===== src/rtl/rf_cfg_seq_pkg.sv =====
`default_nettype none
// ============================================================================
//  Module   : rf_cfg_seq_pkg
//  Purpose  : Shared constants for the RF configuration sequencer: select-mode
//             codes, error codes, FSM state encoding and shadow file depth.
//  Revision : 1.0  initial release
// ============================================================================
package rf_cfg_seq_pkg;

  // Number of ADF4351 registers (R0..R5) held in the shadow file
  localparam int SHD_DEPTH = 6;

  // Downstream select-mode codes
  typedef enum logic [2:0] {
    MODE_ADF = 3'd0,
    MODE_ADS = 3'd1,
    MODE_OFF = 3'd2
  } mode_t;

  // Error codes reported on err_code (ERR_RSVD is never produced)
  typedef enum logic [1:0] {
    ERR_NONE   = 2'd0,
    ERR_SPI_TO = 2'd1,
    ERR_RD_TO  = 2'd2,
    ERR_RSVD   = 2'd3
  } err_code_t;

  // Sequencer FSM encoding
  localparam logic [3:0] ST_IDLE      = 4'd0;
  localparam logic [3:0] ST_LOAD      = 4'd1;
  localparam logic [3:0] ST_SETL      = 4'd2;
  localparam logic [3:0] ST_START     = 4'd3;
  localparam logic [3:0] ST_WAIT      = 4'd4;
  localparam logic [3:0] ST_NEXT      = 4'd5;
  localparam logic [3:0] ST_MON_SETL  = 4'd6;
  localparam logic [3:0] ST_MON_START = 4'd7;
  localparam logic [3:0] ST_MON_RD    = 4'd8;

endpackage
`default_nettype wire


===== src/rtl/rf_cfg_seq_if.sv =====
`default_nettype none
// ============================================================================
//  Module   : rf_cfg_seq_if
//  Purpose  : Bundles the shadow-write, control, SPI handshake and readback
//             signals of rf_cfg_seq. slave = sequencer, master = its driver.
//  Revision : 1.0  initial release
// ============================================================================
interface rf_cfg_seq_if;
  logic        shd_wr_en;
  logic [2:0]  shd_addr;
  logic [31:0] shd_data;
  logic        freq_cfg_start;
  logic        mon_en;
  logic        rf_spi_done;
  logic [31:0] rf_cfg_rd_data;
  logic        rf_cfg_rd_valid;
  logic [2:0]  rf_cfg_select_mode;
  logic [31:0] rf_cfg_wr_data;
  logic [7:0]  rf_cfg_addr;
  logic        rf_cfg_wr_en;
  logic        rf_cfg_valid;
  logic        adf4351_spi_start;
  logic        ads8332_spi_start;
  logic        seq_busy;
  logic        seq_done;
  logic        seq_err;
  logic [1:0]  err_code;
  logic [31:0] mon_data;
  logic        mon_valid;

  modport slave (
    input  shd_wr_en, shd_addr, shd_data, freq_cfg_start, mon_en,
           rf_spi_done, rf_cfg_rd_data, rf_cfg_rd_valid,
    output rf_cfg_select_mode, rf_cfg_wr_data, rf_cfg_addr, rf_cfg_wr_en,
           rf_cfg_valid, adf4351_spi_start, ads8332_spi_start, seq_busy,
           seq_done, seq_err, err_code, mon_data, mon_valid
  );

  modport master (
    output shd_wr_en, shd_addr, shd_data, freq_cfg_start, mon_en,
           rf_spi_done, rf_cfg_rd_data, rf_cfg_rd_valid,
    input  rf_cfg_select_mode, rf_cfg_wr_data, rf_cfg_addr, rf_cfg_wr_en,
           rf_cfg_valid, adf4351_spi_start, ads8332_spi_start, seq_busy,
           seq_done, seq_err, err_code, mon_data, mon_valid
  );
endinterface
`default_nettype wire


===== src/rtl/rf_cfg_seq_shadow_regs.sv =====
`default_nettype none
// ============================================================================
//  Module   : rf_cfg_shadow_regs
//  Purpose  : 6x32 ADF4351 shadow register file, one write port, asynchronous
//             read. Writes to indices beyond the depth are dropped.
//  Revision : 1.0  initial release
// ============================================================================
module rf_cfg_shadow_regs
  import rf_cfg_seq_pkg::*;
(
  input  wire logic        i_clk,
  input  wire logic        i_rst,
  input  wire logic        i_wr_en,
  input  wire logic [2:0]  i_wr_addr,
  input  wire logic [31:0] i_wr_data,
  input  wire logic [2:0]  i_rd_idx,
  output logic      [31:0] o_rd_data
);

  logic [31:0] r_mem [SHD_DEPTH];

  // Single write port; the whole file clears on reset
  always_ff @(posedge i_clk or posedge i_rst) begin
    if (i_rst) begin
      for (int i = 0; i < SHD_DEPTH; i++) r_mem[i] <= '0;
    end else if (i_wr_en && (i_wr_addr < 3'(SHD_DEPTH))) begin
      r_mem[i_wr_addr] <= i_wr_data;
    end
  end

  assign o_rd_data = (i_rd_idx < 3'(SHD_DEPTH)) ? r_mem[i_rd_idx] : '0;

endmodule
`default_nettype wire


===== src/rtl/rf_cfg_seq.sv =====
`default_nettype none
// ============================================================================
//  Module   : rf_cfg_seq
//  Purpose  : Programs ADF4351 registers R5..R0 from a shadow file over the
//             shared RF config path and periodically reads the ADS8332
//             monitor while idle. SETTLE must be at least 1.
//  Revision : 1.0  initial release
// ============================================================================
module rf_cfg_seq
  import rf_cfg_seq_pkg::*;
#(
  parameter int SPI_TIMEOUT = 4096,
  parameter int MON_PERIOD  = 100000,
  parameter int SETTLE      = 2
) (
  input  wire logic   spi_clk,
  input  wire logic   sys_rest,
  rf_cfg_seq_if.slave bus
);

  localparam int TMR_W = $clog2((SPI_TIMEOUT > SETTLE) ? SPI_TIMEOUT : SETTLE) + 1;
  localparam int MON_W = $clog2(MON_PERIOD) + 1;
  localparam logic [TMR_W-1:0] c_to_last     = TMR_W'(SPI_TIMEOUT - 1);
  localparam logic [TMR_W-1:0] c_settle_last = TMR_W'(SETTLE - 1);
  localparam logic [MON_W-1:0] c_mon_last    = MON_W'(MON_PERIOD - 1);

  logic [3:0]       r_state;
  logic [2:0]       r_idx;
  logic [TMR_W-1:0] r_tmr;
  logic [MON_W-1:0] r_mon_cnt;
  logic             r_pend;
  logic             r_seq_err;
  logic [1:0]       r_err_code;
  logic [31:0]      r_mon_data;
  logic             r_mon_valid;
  logic [31:0]      w_shd;
  logic [2:0]       w_mode;
  logic             w_wr;
  logic             w_adf_start;
  logic             w_ads_start;

  rf_cfg_shadow_regs u_shadow (
    .i_clk     (spi_clk),
    .i_rst     (sys_rest),
    .i_wr_en   (bus.shd_wr_en),
    .i_wr_addr (bus.shd_addr),
    .i_wr_data (bus.shd_data),
    .i_rd_idx  (r_idx),
    .o_rd_data (w_shd)
  );

  // Sequencer FSM with settle/timeout timer, monitor period counter and pending start
  always_ff @(posedge spi_clk or posedge sys_rest) begin
    if (sys_rest) begin
      r_state     <= ST_IDLE;
      r_idx       <= '0;
      r_tmr       <= '0;
      r_mon_cnt   <= '0;
      r_pend      <= 1'b0;
      r_seq_err   <= 1'b0;
      r_err_code  <= ERR_NONE;
      r_mon_data  <= '0;
      r_mon_valid <= 1'b0;
    end else begin
      r_mon_valid <= 1'b0;
      // A start outside IDLE is remembered once; extra ones fold into the same flag
      if ((r_state != ST_IDLE) && bus.freq_cfg_start) r_pend <= 1'b1;
      case (r_state)
        ST_IDLE: begin
          r_tmr <= '0;
          if (bus.freq_cfg_start || r_pend) begin
            r_pend     <= 1'b0;
            r_idx      <= 3'(SHD_DEPTH - 1);
            r_seq_err  <= 1'b0;
            r_err_code <= ERR_NONE;
            r_mon_cnt  <= '0;
            r_state    <= ST_LOAD;
          end else if (!bus.mon_en) begin
            r_mon_cnt <= '0;
          end else if (r_mon_cnt == c_mon_last) begin
            r_mon_cnt <= '0;
            r_state   <= ST_MON_SETL;
          end else begin
            r_mon_cnt <= r_mon_cnt + 1'b1;
          end
        end
        ST_LOAD: begin
          r_tmr   <= '0;
          r_state <= ST_SETL;
        end
        ST_SETL: begin
          if (r_tmr == c_settle_last) begin
            r_tmr   <= '0;
            r_state <= ST_START;
          end else begin
            r_tmr <= r_tmr + 1'b1;
          end
        end
        ST_START: begin
          r_tmr   <= '0;
          r_state <= ST_WAIT;
        end
        ST_WAIT: begin
          if (bus.rf_spi_done) begin
            r_state <= ST_NEXT;
          end else if (r_tmr == c_to_last) begin
            r_seq_err  <= 1'b1;
            r_err_code <= ERR_SPI_TO;
            r_state    <= ST_IDLE;
          end else begin
            r_tmr <= r_tmr + 1'b1;
          end
        end
        ST_NEXT: begin
          if (r_idx == 3'd0) begin
            r_state <= ST_IDLE;
          end else begin
            r_idx   <= r_idx - 1'b1;
            r_state <= ST_LOAD;
          end
        end
        ST_MON_SETL: begin
          if (r_tmr == c_settle_last) begin
            r_tmr   <= '0;
            r_state <= ST_MON_START;
          end else begin
            r_tmr <= r_tmr + 1'b1;
          end
        end
        ST_MON_START: begin
          r_tmr   <= '0;
          r_state <= ST_MON_RD;
        end
        ST_MON_RD: begin
          if (bus.rf_cfg_rd_valid) begin
            r_mon_data  <= bus.rf_cfg_rd_data;
            r_mon_valid <= 1'b1;
            r_state     <= ST_IDLE;
          end else if (r_tmr == c_to_last) begin
            r_seq_err  <= 1'b1;
            r_err_code <= ERR_RD_TO;
            r_state    <= ST_IDLE;
          end else begin
            r_tmr <= r_tmr + 1'b1;
          end
        end
        default: r_state <= ST_IDLE;
      endcase
    end
  end

  // Moore decode of select mode, write strobe and SPI start pulses
  always_comb begin
    w_mode      = MODE_OFF;
    w_wr        = 1'b0;
    w_adf_start = 1'b0;
    w_ads_start = 1'b0;
    case (r_state)
      ST_LOAD: begin
        w_mode = MODE_ADF;
        w_wr   = 1'b1;
      end
      ST_SETL, ST_WAIT, ST_NEXT: w_mode = MODE_ADF;
      ST_START: begin
        w_mode      = MODE_ADF;
        w_adf_start = 1'b1;
      end
      ST_MON_SETL, ST_MON_RD: w_mode = MODE_ADS;
      ST_MON_START: begin
        w_mode      = MODE_ADS;
        w_ads_start = 1'b1;
      end
      default: w_mode = MODE_OFF;
    endcase
  end

  // The ADF4351 control bits [2:0] always carry the register index
  assign bus.rf_cfg_wr_data     = (w_shd & 32'hFFFF_FFF8) | {29'd0, r_idx};
  assign bus.rf_cfg_addr        = {5'd0, r_idx};
  assign bus.rf_cfg_select_mode = w_mode;
  assign bus.rf_cfg_wr_en       = w_wr;
  assign bus.rf_cfg_valid       = w_wr;
  assign bus.adf4351_spi_start  = w_adf_start;
  assign bus.ads8332_spi_start  = w_ads_start;
  assign bus.seq_busy           = (r_state != ST_IDLE);
  assign bus.seq_done           = (r_state == ST_NEXT) && (r_idx == 3'd0);
  assign bus.seq_err            = r_seq_err;
  assign bus.err_code           = r_err_code;
  assign bus.mon_data           = r_mon_data;
  assign bus.mon_valid          = r_mon_valid;

endmodule
`default_nettype wire


===== src/flat_wrapper.sv =====
// flat-port wrapper written by rule: the top's interface ports become plain ports
module rf_cfg_seq_flat import rf_cfg_seq_pkg::*;
#(
  parameter int SPI_TIMEOUT = 4096,
  parameter int MON_PERIOD  = 100000,
  parameter int SETTLE      = 2
)
  (spi_clk, sys_rest, bus_shd_wr_en, bus_shd_addr, bus_shd_data, bus_freq_cfg_start, bus_mon_en, bus_rf_spi_done, bus_rf_cfg_rd_data, bus_rf_cfg_rd_valid, bus_rf_cfg_select_mode, bus_rf_cfg_wr_data, bus_rf_cfg_addr, bus_rf_cfg_wr_en, bus_rf_cfg_valid, bus_adf4351_spi_start, bus_ads8332_spi_start, bus_seq_busy, bus_seq_done, bus_seq_err, bus_err_code, bus_mon_data, bus_mon_valid);
  rf_cfg_seq_if bus_i ();
  input  wire logic spi_clk;
  input  wire logic sys_rest;
  input wire logic [$bits(bus_i.shd_wr_en)-1:0] bus_shd_wr_en;
  input wire logic [$bits(bus_i.shd_addr)-1:0] bus_shd_addr;
  input wire logic [$bits(bus_i.shd_data)-1:0] bus_shd_data;
  input wire logic [$bits(bus_i.freq_cfg_start)-1:0] bus_freq_cfg_start;
  input wire logic [$bits(bus_i.mon_en)-1:0] bus_mon_en;
  input wire logic [$bits(bus_i.rf_spi_done)-1:0] bus_rf_spi_done;
  input wire logic [$bits(bus_i.rf_cfg_rd_data)-1:0] bus_rf_cfg_rd_data;
  input wire logic [$bits(bus_i.rf_cfg_rd_valid)-1:0] bus_rf_cfg_rd_valid;
  output wire logic [$bits(bus_i.rf_cfg_select_mode)-1:0] bus_rf_cfg_select_mode;
  output wire logic [$bits(bus_i.rf_cfg_wr_data)-1:0] bus_rf_cfg_wr_data;
  output wire logic [$bits(bus_i.rf_cfg_addr)-1:0] bus_rf_cfg_addr;
  output wire logic [$bits(bus_i.rf_cfg_wr_en)-1:0] bus_rf_cfg_wr_en;
  output wire logic [$bits(bus_i.rf_cfg_valid)-1:0] bus_rf_cfg_valid;
  output wire logic [$bits(bus_i.adf4351_spi_start)-1:0] bus_adf4351_spi_start;
  output wire logic [$bits(bus_i.ads8332_spi_start)-1:0] bus_ads8332_spi_start;
  output wire logic [$bits(bus_i.seq_busy)-1:0] bus_seq_busy;
  output wire logic [$bits(bus_i.seq_done)-1:0] bus_seq_done;
  output wire logic [$bits(bus_i.seq_err)-1:0] bus_seq_err;
  output wire logic [$bits(bus_i.err_code)-1:0] bus_err_code;
  output wire logic [$bits(bus_i.mon_data)-1:0] bus_mon_data;
  output wire logic [$bits(bus_i.mon_valid)-1:0] bus_mon_valid;
  assign bus_i.shd_wr_en = bus_shd_wr_en;
  assign bus_i.shd_addr = bus_shd_addr;
  assign bus_i.shd_data = bus_shd_data;
  assign bus_i.freq_cfg_start = bus_freq_cfg_start;
  assign bus_i.mon_en = bus_mon_en;
  assign bus_i.rf_spi_done = bus_rf_spi_done;
  assign bus_i.rf_cfg_rd_data = bus_rf_cfg_rd_data;
  assign bus_i.rf_cfg_rd_valid = bus_rf_cfg_rd_valid;
  assign bus_rf_cfg_select_mode = bus_i.rf_cfg_select_mode;
  assign bus_rf_cfg_wr_data = bus_i.rf_cfg_wr_data;
  assign bus_rf_cfg_addr = bus_i.rf_cfg_addr;
  assign bus_rf_cfg_wr_en = bus_i.rf_cfg_wr_en;
  assign bus_rf_cfg_valid = bus_i.rf_cfg_valid;
  assign bus_adf4351_spi_start = bus_i.adf4351_spi_start;
  assign bus_ads8332_spi_start = bus_i.ads8332_spi_start;
  assign bus_seq_busy = bus_i.seq_busy;
  assign bus_seq_done = bus_i.seq_done;
  assign bus_seq_err = bus_i.seq_err;
  assign bus_err_code = bus_i.err_code;
  assign bus_mon_data = bus_i.mon_data;
  assign bus_mon_valid = bus_i.mon_valid;
  rf_cfg_seq #(.SPI_TIMEOUT(SPI_TIMEOUT), .MON_PERIOD(MON_PERIOD), .SETTLE(SETTLE)) u_core (.spi_clk(spi_clk), .sys_rest(sys_rest), .bus(bus_i));
endmodule

===== config.mk =====
export PLATFORM = sky130hd
export DESIGN_NAME = rf_cfg_seq_flat
export DESIGN_NICKNAME = d
export VERILOG_FILES = /design/src/rtl/rf_cfg_seq_pkg.sv /design/src/rtl/rf_cfg_seq_if.sv /design/src/rtl/rf_cfg_seq_shadow_regs.sv /design/src/rtl/rf_cfg_seq.sv /design/src/flat_wrapper.sv
export SDC_FILE = /design/constraint.sdc
export NUM_CORES = 1
export LEC_CHECK = 0
export ABC_AREA = 1
export CAP_MARGIN = 15
export CORE_MARGIN = 5
export CORE_UTILIZATION = 40
export DETAILED_ROUTE_END_ITERATION = 16
export PLACE_DENSITY = 0.69
export SLEW_MARGIN = 10
export SYNTH_ARGS = -nofsm -noshare
export SYNTH_HDL_FRONTEND = slang
export SYNTH_HIERARCHICAL = 1
export SYNTH_SLANG_ARGS = --single-unit

===== constraint.sdc =====
create_clock -name spi_clk -period 7.6 [get_ports spi_clk]
set_clock_uncertainty 0.1 [all_clocks]
set_input_delay 1.52 -clock spi_clk [delete_from_list [all_inputs] [get_ports spi_clk]]
set_output_delay 1.52 -clock spi_clk [all_outputs]
set_load 0.01 [all_outputs]

# == After elaboration in Yosys (flattened, before gate mapping) ==
# Cells that the tools add are included.
# totals
inputBits,74
ff_bits,267
romBits,0
output_inout_bits,85
n_memories,0
elab_cells,116
latch_bits,0
ram_bits,0
# op_classes
eq_ne,21
shifts,0
n_mul,0
mux,48
addsub,3
reduce_logical,21
bitwise,3
div,0
magnitude_cmp,5
# op_table
op,count
$bwmux 192,1
$mux 32,4
$bmux 32 s3,1
$demux 32 s3,1
$mux 18,3
$mux 13,4
$pmux 13 s4,1
$pmux 4 s9,1
$mux 4,8
$or 32x3->32,1
$add 18x1->18 const B,1
$eq 18x17->1 const B,1
$eq 4x3->1 const B,4
$add 13x1->13 const B,1
$eq 13x1->1 const B,1
$eq 13x12->1 const B,1
$mux 1,13
$mux 2,5
$ne 2x1->1 const B,5
$eq 4x2->1 const B,2
$ge 4x4->1 const B,2
$not 3->4,2
$reduce_and 4->1,2
$reduce_bool 4->1,2
other kinds (26),34

# == Longest topological paths before layout ==
# depth
depth_word,6
ltp_mapped,10
ltp_nobuf,10

# == By module ==
# Netlist, hierarchy kept.
# modules_own_cells
mod,seq_area_each_um2,cells_per_inst,n_inst,area_each_um2
rf_cfg_shadow_regs,4804.6,1245,1,9263.9
rf_cfg_seq,1876.8,548,1,4037.6

# == Worst setup path before layout ==
# No wires, ideal clock.
# synth_timing
kind,reg2out
start,reg u_core.r_state[1]
end,out bus_rf_cfg_select_mode[1]
slack_ns,4.635
t_arrival_ns,1.345
required_time_ns,5.980
path_buffers,0
stages_incl_launch_ff,6
cell_sequence,dfrtp_1 -> inv_1 -> nand3_1 -> inv_1 -> or2_2 -> nor4_1
# synth_between
elab_chain_len,3
elab_cells_between_ends,11
classes_between,eq/ne (8); mux (1); reduce/logical (2)
# synth_lines
element,line,source
start: declaration,rf_cfg_seq.sv:27,logic [3:0] r_state;
start signal: assignment,rf_cfg_seq.sv:55,r_state <= ST_IDLE;
start signal: assignment,rf_cfg_seq.sv:77,r_state <= ST_LOAD;
start signal: assignment,rf_cfg_seq.sv:82,r_state <= ST_MON_SETL;
$eq 4x1->1 (tied with other cells),rf_cfg_seq.sv:158,case (r_state)
$reduce_or 5->1 (no source line) / $reduce_or 3->1 (equally long branches),--,
$pmux 2 s2 *,rf_cfg_seq.sv:158,
end: declaration,flat_wrapper.sv:20,output wire logic [$bits(bus_i.rf_cfg_select_mode)-1:0] bus_rf_cfg_select_mode;
# Every way passes the cells marked *; elsewhere a longest branch is shown, timed or not.

# == Worst setup path after layout ==
# layout_timing
start,reg u_core.r_idx[0]
end,out bus_rf_cfg_wr_data[15]
# layout_between
elab_chain_len,6
elab_cells_between_ends,7
classes_between,order compare (1); mux (4); bitwise (2)
# layout_lines
element,line,source
start: declaration,rf_cfg_seq.sv:28,logic [2:0] r_idx;
start signal: assignment,rf_cfg_seq.sv:73,r_idx <= 3'(SHD_DEPTH - 1);
start signal: assignment,rf_cfg_seq.sv:118,r_idx <= r_idx - 1'b1;
$not 3->4 (not written as such),rf_cfg_seq_shadow_regs.sv:31,assign o_rd_data = (i_rd_idx < 3'(SHD_DEPTH)) ? r_mem[i_rd_idx] : '0;
$bmux 32 s3,rf_cfg_seq_shadow_regs.sv:31,
$mux 32 (not written as such) (2 in series),rf_cfg_seq_shadow_regs.sv:31,
$mux 32 *,rf_cfg_seq_shadow_regs.sv:31,
$or 32x3->32 *,rf_cfg_seq.sv:178,"assign bus.rf_cfg_wr_data = (w_shd & 32'hFFFF_FFF8) | {29'd0, r_idx};"
end: declaration,flat_wrapper.sv:21,output wire logic [$bits(bus_i.rf_cfg_wr_data)-1:0] bus_rf_cfg_wr_data;
# Every way passes the cells marked *; elsewhere a longest branch is shown, timed or not. The select of a mux whose other input is x is not followed.

==> reports/qor.txt <==
Final setup margin: 2951 ps
CTS buffer count: 28
Initial antenna violation count: 2
Final setup violating endpoints: 0
Crit-path max cell delay: 620 ps
Setup bufs post-CTS: 0
RSZ-0062 raised after global routing: no
CP Max Fanout: 54
DRC: 0
Die X: 186.6 um
N_diodes: 0
# clock sinks: 249
Worst hold path type: flip-flop to flip-flop
Fraction of layout cells with a size suffix above 1: 4.820%
Reg2Reg Capture Point: u_core/r_idx[2]$_DFFE_PP0P_
Final nets: 1,866
First-pass GRT wire length: 51,880 um
Num rows: 64
Largest net degree at the start of global routing: 112
Reg2reg start: u_core/r_idx[0]$_DFFE_PP0P_
Psw: 1719 uW
CP required: 5980 ps
Max-slew violations: 0
Vias in the first global route: 10,457
Total negative slack: 0 ps
Beginning of the critical path: u_core/r_idx[0]$_DFFE_PP0P_
CTS tree: built
Clock Root Buffer: clkbuf_16
Crit path kind: flip-flop to primary output
Via count: 10,589
Fmax: 215.1 MHz
Crit path time final: 4649 ps
Initial drt markers: 792
Max-cap violations: 0
CTS clk-pin slew, worst paths: 60 ps
Die area: 34,830 sq um
Core Area: 30,670 sq um
Outcome: finished, final reports clean
Static leakage: 0.007692 uW
Cell Chain, Critical Path: inv_2 -> buf_4 -> nand2_1 -> nand2_1 -> nand3_1 -> nand2_1 -> clkdlybuf4s50_1
Most frequent cells in the layout: 700 x nand2_1, 248 x dfrtp_1, 198 x inv_1
Crit-path most repeated cell: nand2_1
Crit end category: primary output
Starting density of the core: 40.69%
Most common cell after layout, fill and taps aside: nand2_1
Internal Power: 3089 uW
Slowest cell on crit path: buf_4
Startpoint types: flip-flop
Pre-CTS setup slack: 3496 ps
Cts hold-fix bufs: 0
Tcrit/Tclk final: 61.17%
Antenna-violating nets left: 0
Worst Tran Pin Value: 1159 ps
RePlAce Congestion: 0.9026
Post-Syn Area: 12,480 sq um
Chip height: 186.6 um
Flop2flop setup slack: 5110 ps
Net Sw Frac: 35.75%
Max_slew headroom: 22.44%
Worst path top cell family by delay: buffers and inverters
DRT Pass-1 Iters: 7
Hold Violations, Final: 0
FILL cells: 2,982
Synth Instances: 1,685
Avg Cell Area, Syn: 7.406 sq um
Worst VDD drop: 0.2248 mV
H-Tree Depth: 1
Layout area overhead: 19.96%
Clk_lat worst skew: 530 ps
Grt ovf: 0
Logic gate share of total power: 37.1%
I/O pin total: 159
IO Port Bufs: 149
Wire per inst: 13.85 um
Cell area power density: 321.2 nW/um^2
WP data arrival: 3030 ps
Ys Warns: 6
Cell depth of the worst flop-to-flop path: 10
Routed WL: 30,480 um
DR vias/cell: 4.811
Global Route Usage Sum: 17.28%
Critical path depth: 7
CTS resizes: 0
Detail Placement HPWL: 18,390 um
Buf+Inv Stages, Crit Path: 3
Setup crit end: bus_rf_cfg_wr_data[15]
Max clock buf depth: 3
Clock share of power: 27.4%
Sequential power share: 35.5%
-- routing by layer --
layer	track usage, %	vias to the layer above	share of wire (%)
li1	-	5389	-
met1	22.89	4879	44
met2	29.03	267	47
met3	4.129	50	7.0
met4	3.784	4	2.3
met5	0	-	0.089
-- registers in the layout (all words and copies together) (netlist names) --
| signal | count |
|---|---|
| u_core/r_idx | 3 |
| u_core/r_pend | 1 |
| u_core/bus.seq_err | 1 |
| u_core/bus.err_code | 2 |
| u_core/r_tmr | 13 |
| u_core/bus.mon_valid | 1 |
| u_core/r_state | 4 |
| u_core/r_mon_cnt | 18 |
| u_core/u_shadow/r_mem | 174 |
| u_core/bus.mon_data | 32 |
-- layout make-up --
class,instances,area [sq um],area share [%]
Clock buffer,43,817.0,5.458
Clock inverter,5,88.84,0.5934
Inverter,207,782.0,5.224
Multi-Input combinational cell,1140,4949,33.05
Sequential cell,249,6232,41.63
Tap cell,396,495.5,3.310
Timing Repair Buffer,161,1607,10.73
-- stage by stage --
stage / hold slack [ps] / cell area [sq um] / instances / total power, uW / utilization (%)
floorplan: 353.0 / 12500 / 1690 / 2886 / -
global placement: 360.4 / 14020 / 2151 / 3491 / 45.73
detailed placement: 363.8 / 14020 / 2151 / 3524 / 45.73
CTS: 380.9 / 14930 / 2199 / 4876 / 48.68
global route: 399.9 / 14970 / 2201 / 5180 / 48.81
finish: 375.0 / 14970 / 2201 / 4809 / 48.81
-- power groups by stage --
stage          combinational [uW]  clock, uW  sequential [uW]
6_report                     1780       1320             1710
5_1_grt                      2030       1410             1740
4_1_cts                      1810       1360             1710
3_5_place_dp                 1800          0             1730
3_3_place_gp                 1780          0             1720
2_1_floorplan                1160          0             1720
-- worst min-delay path by stage --
stage	from	to	slack, ps	cells after the start
4_1_cts	u_core/bus.mon_data[15]$_DFFE_PP0P_	u_core/bus.mon_data[15]$_DFFE_PP0P_	380	2
5_1_grt	u_core/u_shadow/r_mem[157]$_DFFE_PP0P_	u_core/u_shadow/r_mem[157]$_DFFE_PP0P_	400	2
3_5_place_dp	u_core/bus.mon_data[15]$_DFFE_PP0P_	u_core/bus.mon_data[15]$_DFFE_PP0P_	360	2
6_report	u_core/bus.mon_data[15]$_DFFE_PP0P_	u_core/bus.mon_data[15]$_DFFE_PP0P_	380	2
3_3_place_gp	u_core/bus.mon_data[30]$_DFFE_PP0P_	u_core/bus.mon_data[30]$_DFFE_PP0P_	360	2
2_1_floorplan	u_core/u_shadow/r_mem[110]$_DFFE_PP0P_	u_core/u_shadow/r_mem[110]$_DFFE_PP0P_	350	2
-- worst reg2reg max path, stage by stage, from the launching register on --
cell and delay, ps:
dfrtp_2 360, buf_4 790, inv_1 230, ha_1 270, inv_1 70, nor2_1 50
o21ai_2 250, nand2_1 110, nor2_1 90, nor2_1 50, nand2_1 50
Power figures use the tool's default switching activity.
==> patch 1: new RTL, same flow settings <==
`SPI_TIMEOUT` is set to 4096 in 2 places; all go to 16384.
--- a/src/rtl/rf_cfg_seq.sv
+++ b/src/rtl/rf_cfg_seq.sv
@@ -10,5 +10,5 @@
   import rf_cfg_seq_pkg::*;
 #(
-  parameter int SPI_TIMEOUT = 4096,
+  parameter int SPI_TIMEOUT = 16384,
   parameter int MON_PERIOD  = 100000,
   parameter int SETTLE      = 2
--- a/src/flat_wrapper.sv
+++ b/src/flat_wrapper.sv
@@ -2,5 +2,5 @@
 module rf_cfg_seq_flat import rf_cfg_seq_pkg::*;
 #(
-  parameter int SPI_TIMEOUT = 4096,
+  parameter int SPI_TIMEOUT = 16384,
   parameter int MON_PERIOD  = 100000,
   parameter int SETTLE      = 2
Formal check against the unedited RTL: same outputs for any inputs over 4 cycles, from zero or initial values; that may be too few to reach the edited logic, so the function may still have changed.
==> patch 1 against the original RTL <==
- sequential cell count up 2
- area after synthesis up 0.89%
- routed wire length up 2.8%
- final area up 1.2%
- die area up 0.84%
- power up 6.7%
- largest power group unchanged
- maximum frequency down 2.5%
- worst setup slack worse by 120 ps
- highest routed layer is now met4
==> patch 1: results (changes against the original RTL) <==
Parameter                              Value

Worst hold path
  Endpoint with the worst hold slack ... u_core/bus.mon_data[28]$_DFFE_PP0P_
  Startpoint of the lowest-slack hold path ... u_core/bus.mon_data[28]$_DFFE_PP0P_
  Worst hold path class ... reg2reg
  Cells on Worst Hold Path ... 2 (unchanged)

Clocking
  Clock buffers created by TritonCTS ... 28 (unchanged)
  Post-CTS setup-driven buffer insertion count ... 0 (unchanged)
  Buffer cell driving the clock tree root ... sky130_fd_sc_hd__clkbuf_16
  Maximum buffer depth of the clock tree ... 3 (unchanged)

Placement
  Post-detailed-placement cell area ... 14,100 µm² (+0.88%)
  DP Cell Count ... 2,167 (+0.74%)
  Routability congestion estimate from global placement ... 0.852 (-5.7%)
  Count of buffers inserted at the top-level ports ... 149 (unchanged)
  Place WS ... 3430 ps (-68.2 ps)
  Half-perimeter wire length after detailed placement ... 18,600 µm (+1.1%)

Worst setup path
  Worst reg2reg endpoint ... u_core/bus.mon_data[2]$_DFFE_PP0P_
  Critical Path Start ... u_core/r_idx[2]$_DFFE_PP0P_
  Arrival time of the worst setup path ... 3150 ps (+120 ps)
  Highest net fanout along the worst path ... 30 (-44%)
  Register-to-register path setup slack ... 5120 ps (about the same)
  FF-to-FF path depth ... 7 (-3)
  Worst R2R Start ... u_core/r_state[1]$_DFFE_PP0P_
  Worst setup path endpoint ... bus_rf_cfg_wr_data[24]

Status
  Result of the run ... finished clean

Layout
  Post-route design area ... 15,100 µm² (+1.2%)
  Share of post-route cells with drive strength above 1 ... 5.17% (+0.35 points)
  Number of nets in the layout ... 1,875 (+0.48%)
  Total of fill cells in the finished design ... 3,039 (+1.9%)

Power
  Part of the total power dissipated in combinational logic ... 38.1% (+1.0 points)
  Flop pwr share ... 34.5% (-1.0 points)
  Max power group ... combinational logic
  Largest vdd supply drop ... 0.175 mV (-22%)
  Switching component of the power ... 0.00185 W (+7.6%)
  Reported leakage power ... 7.71 nW (+0.28%)
  Switching Share ... 36.0% (+0.29 points)

Timing
  Worst hold-check slack ... 375 ps (-0.464 ps)
  Least-Margin Pin Slew ... 1110 ps (-48.3 ps)
  Highest clock frequency the design can meet ... 210 MHz (-2.5%)

Routing
  Via count of the routed design ... 10,700 (+1.1%)
  Total Wirelength ... 31,300 µm (+2.8%)
  Ratio of routed vias to standard cells ... 4.83 (+0.31%)
  1st-iter DRT viols ... 750 (-5.3%)
  First-pass detailed-route iteration total ... 5 (-2)

Global route
  First-pass GRT wire length ... 52,900 µm (+2.0%)
  Global-route total usage across every layer ... 17.8% (+0.47 points)
  Largest net degree at the start of global routing ... 123 (+9.8%)
  Number of antenna violations at the first check in global routing ... 0 (-2)

Synth
  Mean instance size in the synthesized netlist ... 7.42 µm² (+0.24%)
## patch 1: critical path, cell delays in order, from the launching register on
cell	delay [ps]
sky130_fd_sc_hd__dfrtp_1	440
sky130_fd_sc_hd__buf_4	310
sky130_fd_sc_hd__inv_1	690
sky130_fd_sc_hd__buf_4	360
sky130_fd_sc_hd__nand2_1	80
sky130_fd_sc_hd__nand2_1	130
sky130_fd_sc_hd__clkdlybuf4s50_1	560
## patch 1: routing by layer
| layer | routed length, µm | track usage [%] |
|---|---|---|
| met4 | 752 | 4.04 |
| met2 | 14700 | 30.5 |
| met5 | 0 | 0 |
| met3 | 2160 | 4.65 |
| met1 | 13800 | 22.6 |
## patch 1: area by class of cell
type | count | share of cell area [%]
inverters | 207 | 5.18
multi-input cells | 1147 | 33.1
repair buffers | 161 | 10.5
clock buffers | 40 | 5.32
clock inverters | 11 | 1.10
well taps | 402 | 3.32
flip-flops and latches | 251 | 41.5
